$ cat src/rtl/mcr_rom_pkg.sv
// ---------------------------------------------------------------------------
// mcr_rom_pkg
//   Shared types for the program-ROM port arbiter.
//   - state_e : arbiter FSM states (IDLE -> ACC -> CAP)
//   - gnt_e   : which requester owns the access currently in flight
//   - SND_BASE_DEF : default base added to the sound CPU address; it maps
//     the 14-bit sound space onto the top 16 KiB of the ROM image
// ---------------------------------------------------------------------------
package mcr_rom_pkg;

    typedef enum logic [1:0] {
        IDLE = 2'd0,   // waiting for a pending slot
        ACC  = 2'd1,   // RAM samples mem_addr/mem_we this cycle
        CAP  = 2'd2    // mem_q is valid, capture into the reader register
    } state_e;

    typedef enum logic [1:0] {
        GNT_DL  = 2'd0,
        GNT_CPU = 2'd1,
        GNT_SND = 2'd2
    } gnt_e;

    localparam logic [15:0] SND_BASE_DEF = 16'hC000;

endpackage

$ cat src/rtl/rom_port_arbiter_if.sv
// ---------------------------------------------------------------------------
// rom_port_arbiter_if
//   Bundles the download, CPU, sound-CPU and RAM-side signals of the ROM
//   port arbiter.
//   modport slave  : the arbiter (takes requests, drives data/valid and RAM)
//   modport master : the surrounding glue (issues requests, models the RAM)
//   Download : dl_active, dl_wr, dl_addr, dl_data, dl_overrun
//   CPU      : cpu_req, cpu_addr, cpu_data, cpu_valid
//   Sound    : snd_req, snd_addr, snd_data, snd_valid
//   RAM      : mem_addr, mem_we, mem_d, mem_q
// ---------------------------------------------------------------------------
interface rom_port_arbiter_if #(
    parameter int AW     = 16,
    parameter int DW     = 8,
    parameter int SND_AW = 14
);
    logic              dl_active;
    logic              dl_wr;
    logic [AW-1:0]     dl_addr;
    logic [DW-1:0]     dl_data;
    logic              dl_overrun;

    logic              cpu_req;
    logic [AW-1:0]     cpu_addr;
    logic [DW-1:0]     cpu_data;
    logic              cpu_valid;

    logic              snd_req;
    logic [SND_AW-1:0] snd_addr;
    logic [DW-1:0]     snd_data;
    logic              snd_valid;

    logic [AW-1:0]     mem_addr;
    logic              mem_we;
    logic [DW-1:0]     mem_d;
    logic [DW-1:0]     mem_q;

    modport slave (
        input  dl_active, dl_wr, dl_addr, dl_data,
        input  cpu_req, cpu_addr,
        input  snd_req, snd_addr,
        input  mem_q,
        output dl_overrun,
        output cpu_data, cpu_valid,
        output snd_data, snd_valid,
        output mem_addr, mem_we, mem_d
    );

    modport master (
        output dl_active, dl_wr, dl_addr, dl_data,
        output cpu_req, cpu_addr,
        output snd_req, snd_addr,
        output mem_q,
        input  dl_overrun,
        input  cpu_data, cpu_valid,
        input  snd_data, snd_valid,
        input  mem_addr, mem_we, mem_d
    );

endinterface

$ cat src/rtl/rom_req_slot.sv
// ---------------------------------------------------------------------------
// rom_req_slot
//   One request slot of the arbiter: a pending flag plus a payload register
//   loaded on the requester's strobe.
//   clk_sys, reset : clock, synchronous active-high reset
//   strobe         : one-cycle request strobe, payload sampled with it
//   payload        : address (and write data for the download slot)
//   grant          : arbiter takes the slot this cycle; clears pending
//   pending        : slot holds a request not yet granted
//   payload_q      : registered payload
//   overrun        : sticky, a strobe was dropped (DROP_ON_BUSY slots only)
//   With DROP_ON_BUSY=0 a strobe on a pending slot overwrites the payload
//   (readers: newest address wins, one response). With DROP_ON_BUSY=1 the
//   new strobe is discarded and overrun is raised (writer: first write wins).
//   A strobe coinciding with the slot's own grant always starts a new request.
// ---------------------------------------------------------------------------
module rom_req_slot #(
    parameter int PW           = 16,
    parameter bit DROP_ON_BUSY = 1'b0
) (
    input  logic          clk_sys,
    input  logic          reset,
    input  logic          strobe,
    input  logic [PW-1:0] payload,
    input  logic          grant,
    output logic          pending,
    output logic [PW-1:0] payload_q,
    output logic          overrun
);

    always_ff @(posedge clk_sys) begin
        if (reset) begin
            pending   <= 1'b0;
            payload_q <= '0;
            overrun   <= 1'b0;
        end else if (strobe) begin
            // Busy means still waiting: a slot granted this cycle is free again.
            if (DROP_ON_BUSY && pending && !grant) begin
                overrun <= 1'b1;
            end else begin
                pending   <= 1'b1;
                payload_q <= payload;
            end
        end else if (grant) begin
            pending <= 1'b0;
        end
    end

endmodule

$ cat src/rtl/rom_port_arbiter.sv
// ---------------------------------------------------------------------------
// rom_port_arbiter
//   Shares one synchronous single-port program RAM between the ROM download
//   writer, the main CPU fetch and the sound CPU fetch. One access is in
//   flight at a time: IDLE picks a slot and registers the RAM address, ACC
//   lets the RAM sample it, CAP captures mem_q for a read.
//   Ports:
//     clk_sys : system clock
//     reset   : synchronous, active-high
//     bus     : rom_port_arbiter_if.slave (download, CPU, sound, RAM signals)
//   Priority: a pending write always wins; readers are held off while
//   dl_active is high and alternate via a round-robin pointer otherwise.
//   Uncontested read: strobe in cycle c -> valid in cycle c+4.
// ---------------------------------------------------------------------------
module rom_port_arbiter
    import mcr_rom_pkg::*;
#(
    parameter int            AW       = 16,
    parameter int            DW       = 8,
    parameter int            SND_AW   = 14,
    parameter logic [AW-1:0] SND_BASE = AW'(SND_BASE_DEF)
) (
    input  logic              clk_sys,
    input  logic              reset,
    rom_port_arbiter_if.slave bus
);

    // ---------------- request slots ----------------
    logic              dl_pend, cpu_pend, snd_pend;
    logic              grant_dl, grant_cpu, grant_snd;
    logic [AW+DW-1:0]  dl_q;
    logic [AW-1:0]     cpu_q;
    logic [SND_AW-1:0] snd_q;
    logic              dl_ovr;
    logic              cpu_ovr_unused, snd_ovr_unused;

    rom_req_slot #(.PW(AW+DW), .DROP_ON_BUSY(1'b1)) u_dl_slot (
        .clk_sys   (clk_sys),
        .reset     (reset),
        .strobe    (bus.dl_wr),
        .payload   ({bus.dl_addr, bus.dl_data}),
        .grant     (grant_dl),
        .pending   (dl_pend),
        .payload_q (dl_q),
        .overrun   (dl_ovr)
    );

    rom_req_slot #(.PW(AW), .DROP_ON_BUSY(1'b0)) u_cpu_slot (
        .clk_sys   (clk_sys),
        .reset     (reset),
        .strobe    (bus.cpu_req),
        .payload   (bus.cpu_addr),
        .grant     (grant_cpu),
        .pending   (cpu_pend),
        .payload_q (cpu_q),
        .overrun   (cpu_ovr_unused)
    );

    rom_req_slot #(.PW(SND_AW), .DROP_ON_BUSY(1'b0)) u_snd_slot (
        .clk_sys   (clk_sys),
        .reset     (reset),
        .strobe    (bus.snd_req),
        .payload   (bus.snd_addr),
        .grant     (grant_snd),
        .pending   (snd_pend),
        .payload_q (snd_q),
        .overrun   (snd_ovr_unused)
    );

    assign bus.dl_overrun = dl_ovr;

    // Sound space is relocated into the shared image; the sum wraps at AW bits.
    logic [AW-1:0] snd_mem_addr;
    assign snd_mem_addr = SND_BASE + AW'(snd_q);

    // ---------------- arbitration ----------------
    state_e state;
    gnt_e   gnt;
    logic   rr_snd;     // round-robin pointer: 0 = CPU preferred, 1 = sound preferred

    always_comb begin
        grant_dl  = 1'b0;
        grant_cpu = 1'b0;
        grant_snd = 1'b0;
        if (state == IDLE) begin
            if (dl_pend) begin
                grant_dl = 1'b1;
            end else if (!bus.dl_active) begin
                // CPU wins when alone or when the pointer favours it.
                if (cpu_pend && (!snd_pend || !rr_snd))
                    grant_cpu = 1'b1;
                else if (snd_pend)
                    grant_snd = 1'b1;
            end
        end
    end

    // ---------------- access FSM / RAM port ----------------
    always_ff @(posedge clk_sys) begin
        if (reset) begin
            state         <= IDLE;
            gnt           <= GNT_DL;
            rr_snd        <= 1'b0;
            bus.mem_addr  <= '0;
            bus.mem_we    <= 1'b0;
            bus.mem_d     <= '0;
            bus.cpu_data  <= '0;
            bus.cpu_valid <= 1'b0;
            bus.snd_data  <= '0;
            bus.snd_valid <= 1'b0;
        end else begin
            bus.mem_we    <= 1'b0;
            bus.cpu_valid <= 1'b0;
            bus.snd_valid <= 1'b0;
            case (state)
                IDLE: begin
                    // mem_addr/mem_d are left untouched when nothing is granted.
                    if (grant_dl) begin
                        bus.mem_addr <= dl_q[AW+DW-1:DW];
                        bus.mem_d    <= dl_q[DW-1:0];
                        bus.mem_we   <= 1'b1;
                        gnt          <= GNT_DL;
                        state        <= ACC;
                    end else if (grant_cpu) begin
                        bus.mem_addr <= cpu_q;
                        gnt          <= GNT_CPU;
                        state        <= ACC;
                    end else if (grant_snd) begin
                        bus.mem_addr <= snd_mem_addr;
                        gnt          <= GNT_SND;
                        state        <= ACC;
                    end
                end
                ACC: begin
                    state <= (gnt == GNT_DL) ? IDLE : CAP;
                end
                CAP: begin
                    if (gnt == GNT_SND) begin
                        bus.snd_data  <= bus.mem_q;
                        bus.snd_valid <= 1'b1;
                    end else begin
                        bus.cpu_data  <= bus.mem_q;
                        bus.cpu_valid <= 1'b1;
                    end
                    rr_snd <= ~rr_snd;
                    state  <= IDLE;
                end
                default: state <= IDLE;
            endcase
        end
    end

endmodule
$ cat src/flat_wrapper.sv
// flat-port wrapper written by rule: the top's interface ports become plain ports
module rom_port_arbiter_flat import mcr_rom_pkg::*;
#(
    parameter int            AW       = 16,
    parameter int            DW       = 8,
    parameter int            SND_AW   = 14,
    parameter logic [AW-1:0] SND_BASE = AW'(SND_BASE_DEF)
)
  (clk_sys, reset, bus_dl_active, bus_dl_wr, bus_dl_addr, bus_dl_data, bus_cpu_req, bus_cpu_addr, bus_snd_req, bus_snd_addr, bus_mem_q, bus_dl_overrun, bus_cpu_data, bus_cpu_valid, bus_snd_data, bus_snd_valid, bus_mem_addr, bus_mem_we, bus_mem_d);
  rom_port_arbiter_if #(.AW(AW), .DW(DW), .SND_AW(SND_AW)) bus_i ();
  input  logic clk_sys;
  input  logic reset;
  input wire logic [$bits(bus_i.dl_active)-1:0] bus_dl_active;
  input wire logic [$bits(bus_i.dl_wr)-1:0] bus_dl_wr;
  input wire logic [$bits(bus_i.dl_addr)-1:0] bus_dl_addr;
  input wire logic [$bits(bus_i.dl_data)-1:0] bus_dl_data;
  input wire logic [$bits(bus_i.cpu_req)-1:0] bus_cpu_req;
  input wire logic [$bits(bus_i.cpu_addr)-1:0] bus_cpu_addr;
  input wire logic [$bits(bus_i.snd_req)-1:0] bus_snd_req;
  input wire logic [$bits(bus_i.snd_addr)-1:0] bus_snd_addr;
  input wire logic [$bits(bus_i.mem_q)-1:0] bus_mem_q;
  output wire logic [$bits(bus_i.dl_overrun)-1:0] bus_dl_overrun;
  output wire logic [$bits(bus_i.cpu_data)-1:0] bus_cpu_data;
  output wire logic [$bits(bus_i.cpu_valid)-1:0] bus_cpu_valid;
  output wire logic [$bits(bus_i.snd_data)-1:0] bus_snd_data;
  output wire logic [$bits(bus_i.snd_valid)-1:0] bus_snd_valid;
  output wire logic [$bits(bus_i.mem_addr)-1:0] bus_mem_addr;
  output wire logic [$bits(bus_i.mem_we)-1:0] bus_mem_we;
  output wire logic [$bits(bus_i.mem_d)-1:0] bus_mem_d;
  assign bus_i.dl_active = bus_dl_active;
  assign bus_i.dl_wr = bus_dl_wr;
  assign bus_i.dl_addr = bus_dl_addr;
  assign bus_i.dl_data = bus_dl_data;
  assign bus_i.cpu_req = bus_cpu_req;
  assign bus_i.cpu_addr = bus_cpu_addr;
  assign bus_i.snd_req = bus_snd_req;
  assign bus_i.snd_addr = bus_snd_addr;
  assign bus_i.mem_q = bus_mem_q;
  assign bus_dl_overrun = bus_i.dl_overrun;
  assign bus_cpu_data = bus_i.cpu_data;
  assign bus_cpu_valid = bus_i.cpu_valid;
  assign bus_snd_data = bus_i.snd_data;
  assign bus_snd_valid = bus_i.snd_valid;
  assign bus_mem_addr = bus_i.mem_addr;
  assign bus_mem_we = bus_i.mem_we;
  assign bus_mem_d = bus_i.mem_d;
  rom_port_arbiter #(.AW(AW), .DW(DW), .SND_AW(SND_AW), .SND_BASE(SND_BASE)) u_core (.clk_sys(clk_sys), .reset(reset), .bus(bus_i));
endmodule
$ cat config.mk
export PLATFORM = sky130hd
export DESIGN_NAME = rom_port_arbiter_flat
export DESIGN_NICKNAME = d
export VERILOG_FILES = /design/src/rtl/mcr_rom_pkg.sv /design/src/rtl/rom_port_arbiter_if.sv /design/src/rtl/rom_req_slot.sv /design/src/rtl/rom_port_arbiter.sv /design/src/flat_wrapper.sv
export SDC_FILE = /design/constraint.sdc
export NUM_CORES = 1
export LEC_CHECK = 0
export BUFFER_PORTS_ARGS = -buffer_cell sky130_fd_sc_hd__buf_2
export CAP_MARGIN = 15
export CORE_AREA = 8 8 159 131
export CTS_CLUSTER_SIZE = 25
export DETAILED_ROUTE_END_ITERATION = 8
export DIE_AREA = 0 0 167 139
export GPL_ROUTABILITY_DRIVEN = 0
export SETUP_SLACK_MARGIN = 0.15
export SLEW_MARGIN = 20
export SYNTH_ARGS = -nofsm -noshare
export SYNTH_HDL_FRONTEND = slang
export SYNTH_HIERARCHICAL = 1
export SYNTH_SLANG_ARGS = --single-unit
$ cat constraint.sdc
create_clock -name clk_sys -period 2 [get_ports clk_sys]
set_input_delay 0.2 -clock clk_sys [delete_from_list [all_inputs] [get_ports clk_sys]]
set_output_delay 0.2 -clock clk_sys [all_outputs]
set_load 0.02 [all_outputs]
# After elaboration in Yosys (flattened, before gate mapping)
# Index checks and enable logic that the tools add are counted.
dict set report totals {
  register_bits 106
  input_bits 68
}
dict set report op_classes {
  add_sub_neg 1
  eq_ne 5
  muxes 32
  bitwise_logic 5
  reduce_logical 21
}
# operator count
set ops {}
lappend ops {{16-bit two-way mux} 3}
lappend ops {{1-bit two-way mux} 21}
lappend ops {{15-bit by 15-bit adder with 16-bit output (first input constant)} 1}
lappend ops {{2-bit two-way mux} 7}
lappend ops {{2-bit AND reduction} 7}
lappend ops {{2-bit nonzero test} 3}
lappend ops {{1-bit NOT} 5}
lappend ops {{2-bit equality test (second input constant)} 2}
lappend ops {{2-bit zero test} 2}
lappend ops {{4-bit by 2-bit != test with 1-bit output (second input constant)} 1}
lappend ops {{2-bit one-hot mux with 2 select lines} 1}
lappend ops {{2-bit OR reduction} 2}
lappend ops {{1-bit zero test} 3}
lappend ops {{3-bit nonzero test} 1}
lappend ops {{2-bit by 1-bit equality test with 1-bit output (second input constant)} 1}
lappend ops {{1-bit logical AND} 2}
lappend ops {{2-bit != test (second input constant)} 1}
lappend ops {{1-bit logical OR} 1}

# Logic depth before layout (Yosys ltp)
# Gate-level depths: netlist of the first run.
dict set report logic_depth {
  ltp_word 11
  ltp_mapped 9
  depth_no_buf 6
}

# Modules after synthesis
# The synthesis of the first run kept the hierarchy.
# module n_inst cells_each area_per_inst_um2
set modules_own_cells {}
lappend modules_own_cells {rom_port_arbiter 1 204 1926.8}
lappend modules_own_cells {{rom_req_slot (u_core.u_dl_slot)} 1 112 1169.9}
lappend modules_own_cells {{rom_req_slot (u_core.u_cpu_slot)} 1 58 628.1}
lappend modules_own_cells {{rom_req_slot (u_core.u_snd_slot)} 1 51 555.5}

# Worst setup path before layout of the first run
# Ideal clock, no wire load.
dict set report synth_timing {
  path_type {register to register}
  startpoint {register u_core.u_dl_slot.pending}
  endpoint {register u_core.u_dl_slot.payload_q[0]}
  setup_time_ps 72
  t_arrival_ps 1591
  required_time_ps 1928
  slack_ps 337
  stages_incl_launch_ff 10
  n_path_buf 3
  synth_period_minus_slack_ps 1663
  cell_sequence {dfxtp_1 > inv_2 > or3_1 > buf_2 > inv_6 > nor2b_4 > nor2b_2 > buf_6 > buf_12 > mux2i_1}
}
dict set report synth_between {
  elab_chain_len 6
}
# item line_no
set synth_lines {}
lappend synth_lines {{start: declaration} rom_req_slot.sv:26} ;# output logic pending,
lappend synth_lines {{start signal: assignment} rom_req_slot.sv:33} ;# pending <= 1'b0;
lappend synth_lines {{start signal: assignment} rom_req_slot.sv:41} ;# pending <= 1'b1;
lappend synth_lines {{start signal: assignment} rom_req_slot.sv:45} ;# pending <= 1'b0;
lappend synth_lines {{1-bit two-way mux} rom_port_arbiter.sv:86} ;# if (dl_pend) begin
lappend synth_lines {{1-bit two-way mux} rom_port_arbiter.sv:85} ;# if (state == IDLE) begin
lappend synth_lines {{via u_core.grant_dl} rom_port_arbiter.sv:30} ;# logic grant_dl, grant_cpu, grant_snd;
lappend synth_lines {{1-bit zero test} rom_req_slot.sv:38} ;# if (DROP_ON_BUSY && pending && !grant) begin
lappend synth_lines {{1-bit logical AND} rom_req_slot.sv:38}
lappend synth_lines {{1-bit NOT (no source line)} --}
lappend synth_lines {{2-bit AND reduction (no source line)} --}
lappend synth_lines {{end signal: assignment} rom_req_slot.sv:42} ;# payload_q <= payload;
lappend synth_lines {{end: declaration} rom_req_slot.sv:27} ;# output logic [PW-1:0] payload_q,
# The timed path passes the listed nets, and every way through them passes these cells.
# A chain may end at the register's enable or synchronous reset.

# Final worst setup path of the first run
dict set report layout_timing {
  startpoint {register u_core.state[0]}
  endpoint {register u_core.bus.mem_addr[4]}
}
dict set report layout_between {
  elab_chain_len 4
  word_cells_on_any_way 8
}
# item line_no
set layout_lines {}
lappend layout_lines {{start: declaration} rom_port_arbiter.sv:77} ;# state_e state;
lappend layout_lines {{start signal: assignment} rom_port_arbiter.sv:135} ;# state <= (gnt == GNT_DL) ? IDLE : CAP;
lappend layout_lines {{2-bit zero test *} {rom_port_arbiter.sv:85, rom_port_arbiter.sv:115}}
lappend layout_lines {{1-bit two-way mux} rom_port_arbiter.sv:85}
lappend layout_lines {{3-bit nonzero test (no source line) or 16-bit two-way mux (tied branches)} --}
lappend layout_lines {{2-bit AND reduction (no source line) or 16-bit two-way mux (tied branches)} --}
lappend layout_lines {{end signal: assignment} rom_port_arbiter.sv:119} ;# bus.mem_addr <= dl_q[AW+DW-1:DW];
lappend layout_lines {{end signal: assignment} rom_port_arbiter.sv:125} ;# bus.mem_addr <= cpu_q;
lappend layout_lines {{end signal: assignment} rom_port_arbiter.sv:129} ;# bus.mem_addr <= snd_mem_addr;
lappend layout_lines {{end: declaration} rom_port_arbiter_if.sv:46} ;# output mem_addr, mem_we, mem_d
# Every way passes the cells marked *; elsewhere a longest branch is shown, timed or not.

==> metrics, run 1 <==
Initial Utilization=0.231; root buffer cell=clkbuf_16; final setup vio count=0; die height=139 um; Max VDD drop=0.000383 V; Clk pin slew, worst setup/hold paths=0.07 ns; CP arrival=1.93 ns; final WL=12,100 um; antenna-violating nets left=0; setup TNS=0 ns; Avg Cell Area, Syn=10.1 um^2; Reg area=2120 um^2; vias in the first global route=3,386; YS warnings=6; Detailed Routing Iterations Pass 1=4; share of cells above drive strength 1=0.286; Max transition margin=0.611; fin nets=598; Die X-Extent=167 um; hold wc startpoint=bus_snd_addr[8]; worst r2r src=u_core/state[0]$_SDFFE_PP0P_; Mapped Cells=421; Sequential Power Share=0.475; CTS tree=built; initial antenna violation count=0; multi-input logic area=1910 um^2; Max Slew Vio Count=0; sw frac=0.252; area of the die=23,200 um^2; PwrDens=901 nW/um^2; WHS Endpoint=u_core/u_snd_slot/payload_q[8]$_SDFFE_PP0P_; Fin. Hold Viols=0; outcome=completed; RSZ-0062 raised after global routing=false; # diodes=0; Startpoint Class=flip-flop; final non-filler cell total=770; via count=3,182; Total GRT Usage=0.104; r2r worst-path depth=6; port bufs=111; Max-cap violations=0; grt total ovfl=0; first-pass GRT wire length=18,800 um; WHS Path Cells=3; initial DRC count=122; clk_skew=0.00687 ns; largest net degree at the start of global routing=70; core area=18,400 um^2; Clk pwr share=0.403; period utilization=0.847; Vias/cell=4.13; DP Cell Count=752; # IOs=112; most frequent cells in the layout=buf_2, dfxtp_1, nor2_1, mux2i_1, nand2b_1; Avg WL per Cell=15.8 um; FF-to-FF End=u_core/bus.mem_addr[4]$_SDFFE_PP0P_; combinational power share=0.122; Psw=0.00122 W; insertion delay to the later sink of the worst-skew pair=0.35 ns; DRC viols=0; HPWL Detailed=8670 um; H-tree Lvls=3; critical path peak fanout=8; Post-CTS Hold Buffers=0; Pleak=2.30 nW; CTS sink count=106; measured slew at the worst slew-check pin=0.583 ns; synthesized area=4260 um^2; synth-to-layout area growth=26.1%; fill cell count=1,944; Tmin final=1.69 ns; final total power=0.00484 W; WS Path Type=flip-flop to flip-flop; Post-Place Worst Slack=0.273 ns; row count=45; Worst Path Required=2.24 ns; critical path endpoint category=flip-flop; post-route setup slack=0.305 ns; worst hold path class=input pin to flip-flop; Num CTS Buffers=9; Internal=0.00362 W; final core occ=0.292; leading cell type in the layout, fill and taps excluded=buf_2; maximum clock rate=590 MHz; syn nets=489; CTS max path bufs=2; FF-to-FF setup slack=0.31 ns
[power by group through the flow]
stage | Sequential [W] | Clock, W | Combinational [W]
after floorplan | 0.00238 | 0 | 0.000346
after global placement | 0.00235 | 0 | 0.000580
after detailed placement | 0.00235 | 0 | 0.000585
after CTS | 0.00230 | 0.00203 | 0.000586
after global routing | 0.00231 | 0.00211 | 0.000651
final | 0.00230 | 0.00195 | 0.000590
[registers in the layout (all words and copies together), names as in the netlist]
| signal | flops |
|---|---|
| u_core/u_dl_slot/payload_q | 24 |
| u_core/bus.mem_addr | 16 |
| u_core/u_cpu_slot/payload_q | 16 |
| u_core/u_snd_slot/payload_q | 14 |
| u_core/bus.cpu_data | 8 |
| u_core/bus.mem_d | 8 |
| u_core/bus.snd_data | 8 |
| u_core/gnt | 2 |
| u_core/state | 2 |
| u_core/bus.cpu_valid | 1 |
| u_core/bus.mem_we | 1 |
| u_core/bus.snd_valid | 1 |
| u_core/rr_snd | 1 |
| u_core/u_cpu_slot/pending | 1 |
| u_core/u_dl_slot/overrun | 1 |
| u_core/u_dl_slot/pending | 1 |
| u_core/u_snd_slot/pending | 1 |
[metal layers]
metal,up-vias,wire [um],track usage
met4,0,123,0.0327
met1,1466,6220,0.138
met3,7,585,0.0350
met5,-,0,0
met2,69,5220,0.155
li1,1640,-,-
[final cells by class]
cell class,count,share of cell area
inverters,6,0.00513
flip-flops and latches,106,0.395
repair buffers,125,0.129
clock inverters,6,0.0163
clock buffers,10,0.0445
multi-input cells,282,0.355
well taps,235,0.0548
[stage by stage]
stage | area, um^2 | hold slack [ns]
2_1_floorplan | 4260 | 0.269
3_3_place_gp | 5000 | 0.438
3_5_place_dp | 5000 | 0.442
4_1_cts | 5330 | 0.0661
5_1_grt | 5370 | 0.0781
6_report | 5370 | 0.0839
[how the worst max path moves through the flow]
stage                                                      from                                         end  slack [ns]
after detailed placement           u_core/state[0]$_SDFFE_PP0P_         u_core/bus.mem_addr[4]$_SDFFE_PP0P_        0.27
after CTS                          u_core/state[0]$_SDFFE_PP0P_         u_core/bus.mem_addr[4]$_SDFFE_PP0P_        0.25
final                              u_core/state[0]$_SDFFE_PP0P_         u_core/bus.mem_addr[4]$_SDFFE_PP0P_        0.31
after global placement             u_core/state[0]$_SDFFE_PP0P_         u_core/bus.mem_addr[4]$_SDFFE_PP0P_        0.29
after floorplan           u_core/u_dl_slot/pending$_SDFFE_PP0P_  u_core/u_dl_slot/payload_q[0]$_SDFFE_PP0P_        0.34
after global routing               u_core/state[0]$_SDFFE_PP0P_         u_core/bus.mem_addr[4]$_SDFFE_PP0P_        0.15
[critical path, cell delays in order (launching register included)]
cell	delay, ns
dfxtp_1	0.31
buf_4	0.16
nor4_4	0.39
nand3_4	0.17
buf_4	0.20
o221ai_1	0.27
o2bb2ai_1	0.09
[repair_timing]
item | CTS | global route
resized for setup | 0 | 1
buffers inserted | 0 | 1
endpoints found under the setup margin | 0 | 6
No activity file was read; power rests on OpenSTA's default activity.
==> inputs of run 2 (changes only) <==
==> constraint.sdc (replaced) <==
create_clock -name clk_sys -period 1.6 [get_ports clk_sys]
set_input_delay 0.16 -clock clk_sys [delete_from_list [all_inputs] [get_ports clk_sys]]
set_output_delay 0.16 -clock clk_sys [all_outputs]
set_load 0.02 [all_outputs]
==> metrics, run 2 (synthesized netlist as in run 1, its figures left out) <==
final WL=12,400 um; via count=3,317; period utilization=0.930; DRC viols=0; Internal=0.00440 W; Max VDD drop=0.000447 V; fin nets=611; first-pass GRT wire length=19,400 um; biggest regs=u_core/u_dl_slot/payload_q (24), u_core/bus.mem_addr (16), u_core/u_cpu_slot/payload_q (16); Vias/cell=4.24; antenna-violating nets left=0; post-route cell area=5520 um^2; vias in the first global route=3,355; max reg flops=24; port bufs=111; Clk pin slew, worst setup/hold paths=0.07 ns; synth-to-layout area growth=29.6%; Detailed Routing Iterations Pass 1=4; RSZ-0062 raised after global routing=true; maximum clock rate=672 MHz; worst hold path class=input pin to flip-flop; critical path endpoint category=flip-flop; HPWL Detailed=8740 um; most frequent cells in the layout=buf_2, dfxtp_1, nor2_1, mux2i_1, nand2b_1; Most flops, register=u_core/u_dl_slot/payload_q; core area=18,400 um^2; CTS tree=built; Post-CTS Hold Buffers=0; worst r2r src=u_core/state[0]$_SDFFE_PP0P_; Sequential Power Share=0.487; CP delay by family, top=simple AND/OR/NAND/NOR gates; insertion delay to the later sink of the worst-skew pair=0.35 ns; area of the die=23,200 um^2; critical path peak fanout=16; Worst Path Required=1.88 ns; FF-to-FF End=u_core/u_dl_slot/payload_q[10]$_SDFFE_PP0P_; Total GRT Usage=0.107; CP most frequent cell=nor2b_4; critical path's largest stage delay=0.43 ns; clk_skew=0.00593 ns; count of buffer and inverter cells on the critical path=2; initial antenna violation count=2; multi-input logic area=1970 um^2; Clk pwr share=0.379; Max transition margin=0.630; Avg WL per Cell=15.8 um; # IOs=112; root buffer cell=clkbuf_16; FF-to-FF setup slack=0.11 ns; Pleak=2.36 nW; combinational power share=0.134; Startpoint Class=flip-flop; Max Slew Vio Count=0; initial DRC count=116; fill cell count=1,930; sw frac=0.258; r2r worst-path depth=6; crit path cell chain=or3_4 -> inv_8 -> nor2b_4 -> nor2b_4 -> buf_12 -> mux2i_1; final setup vio count=0; dpl cell area=5070 um^2; worst setup path end=u_core/u_dl_slot/payload_q[10]$_SDFFE_PP0P_; critical path depth in cells=6; outcome=completed; Post-Place Worst Slack=-0.00606 ns; measured slew at the worst slew-check pin=0.555 ns; Num CTS Buffers=9; CTS max path bufs=2; die height=139 um; Psw=0.00153 W; CTS sink count=106; Initial Utilization=0.231; largest net degree at the start of global routing=115; share of cells above drive strength 1=0.331; Max-cap violations=0; Die X-Extent=167 um; leading cell type in the layout, fill and taps excluded=buf_2; PwrDens=1070 nW/um^2; Tmin final=1.49 ns; post-route setup slack=0.112 ns; Reg area=2130 um^2; critical path's slowest cell=or3_4; CP Launch Point=u_core/state[0]$_SDFFE_PP0P_; grt total ovfl=0; CP arrival=1.77 ns; row count=45; WS Path Type=flip-flop to flip-flop; Fin. Hold Viols=0; H-tree Lvls=3
[run 2: cell count changes in the layout (fill, tap and decap cells not counted), sizes merged]
cell,previous run,this run
clkinv,3,2
buf,124,137
bufinv,2,1
a31o,1,2
clkinvlp,0,2
clkbuf,11,10
inv,7,6
diode,0,1
[run 2: worst min path at each step]
| stage | slack [ns] | end | depth (start not counted) | from |
|---|---|---|---|---|
| floorplan | 0.23 | u_core/u_snd_slot/pending$_SDFFE_PP0P_ | 1 | reset |
| global placement | 0.40 | u_core/u_snd_slot/payload_q[8]$_SDFFE_PP0P_ | 3 | bus_snd_addr[8] |
| detailed placement | 0.40 | u_core/u_snd_slot/payload_q[2]$_SDFFE_PP0P_ | 3 | bus_snd_addr[2] |
| CTS | 0.02 | u_core/u_cpu_slot/payload_q[10]$_SDFFE_PP0P_ | 3 | bus_cpu_addr[10] |
| global route | 0.03 | u_core/u_snd_slot/payload_q[0]$_SDFFE_PP0P_ | 3 | bus_snd_addr[0] |
| finish | 0.04 | u_core/u_cpu_slot/payload_q[10]$_SDFFE_PP0P_ | 3 | bus_cpu_addr[10] |
[run 2: tightest hold or removal path, delay by kind of cell]
kind | cells | cell delay, ns
buffers and inverters | 1 | 0.07
and+or+nand+nor | 1 | 0.07
muxes | 1 | 0.05
[run 2: routing by layer]
layer,part of all wire,vias to the layer above,global-route usage,wire length (um)
met5,0.0010,-,0,13
met1,0.51,1551,0.148,6350
met4,0.0099,2,0.0312,123
li1,-,1674,-,-
met3,0.051,10,0.0353,634
met2,0.42,80,0.156,5260
[run 2: layout make-up]
class	count	share of cell area
sequential	106	0.386
clock buffer	10	0.0433
inverter	6	0.00544
timing repair buffer	137	0.144
tap	235	0.0533
antenna	1	0.000454
clock inverter	5	0.00998
multi-input combinational	283	0.357
[run 2: stage by stage]
step	util	hold WS [ns]	power (W)	setup TNS, ns	instances
2_1_floorplan	-	0.229	0.00341	0	421
3_3_place_gp	0.276	0.396	0.00368	0	759
3_5_place_dp	0.276	0.401	0.00368	-0.0131	759
4_1_cts	0.296	0.0235	0.00601	0	780
5_1_grt	0.300	0.0326	0.00622	0	783
6_report	0.300	0.0382	0.00593	0	783
[run 2: power groups by stage]
stage               Combinational, W  Sequential (W)  Clock (W)
floorplan                   0.000437         0.00297          0
global placement            0.000735         0.00294          0
detailed placement          0.000743         0.00294          0
CTS                         0.000783         0.00288    0.00235
global route                0.000870         0.00290    0.00245
finish                      0.000793         0.00288    0.00225
[run 2: what timing repair did]
item                       CTS  global route
pin swaps                    1             3
buffers inserted             5             2
resized for setup            7            13
gates cloned                 1             0
setup endpoints to repair   39            49
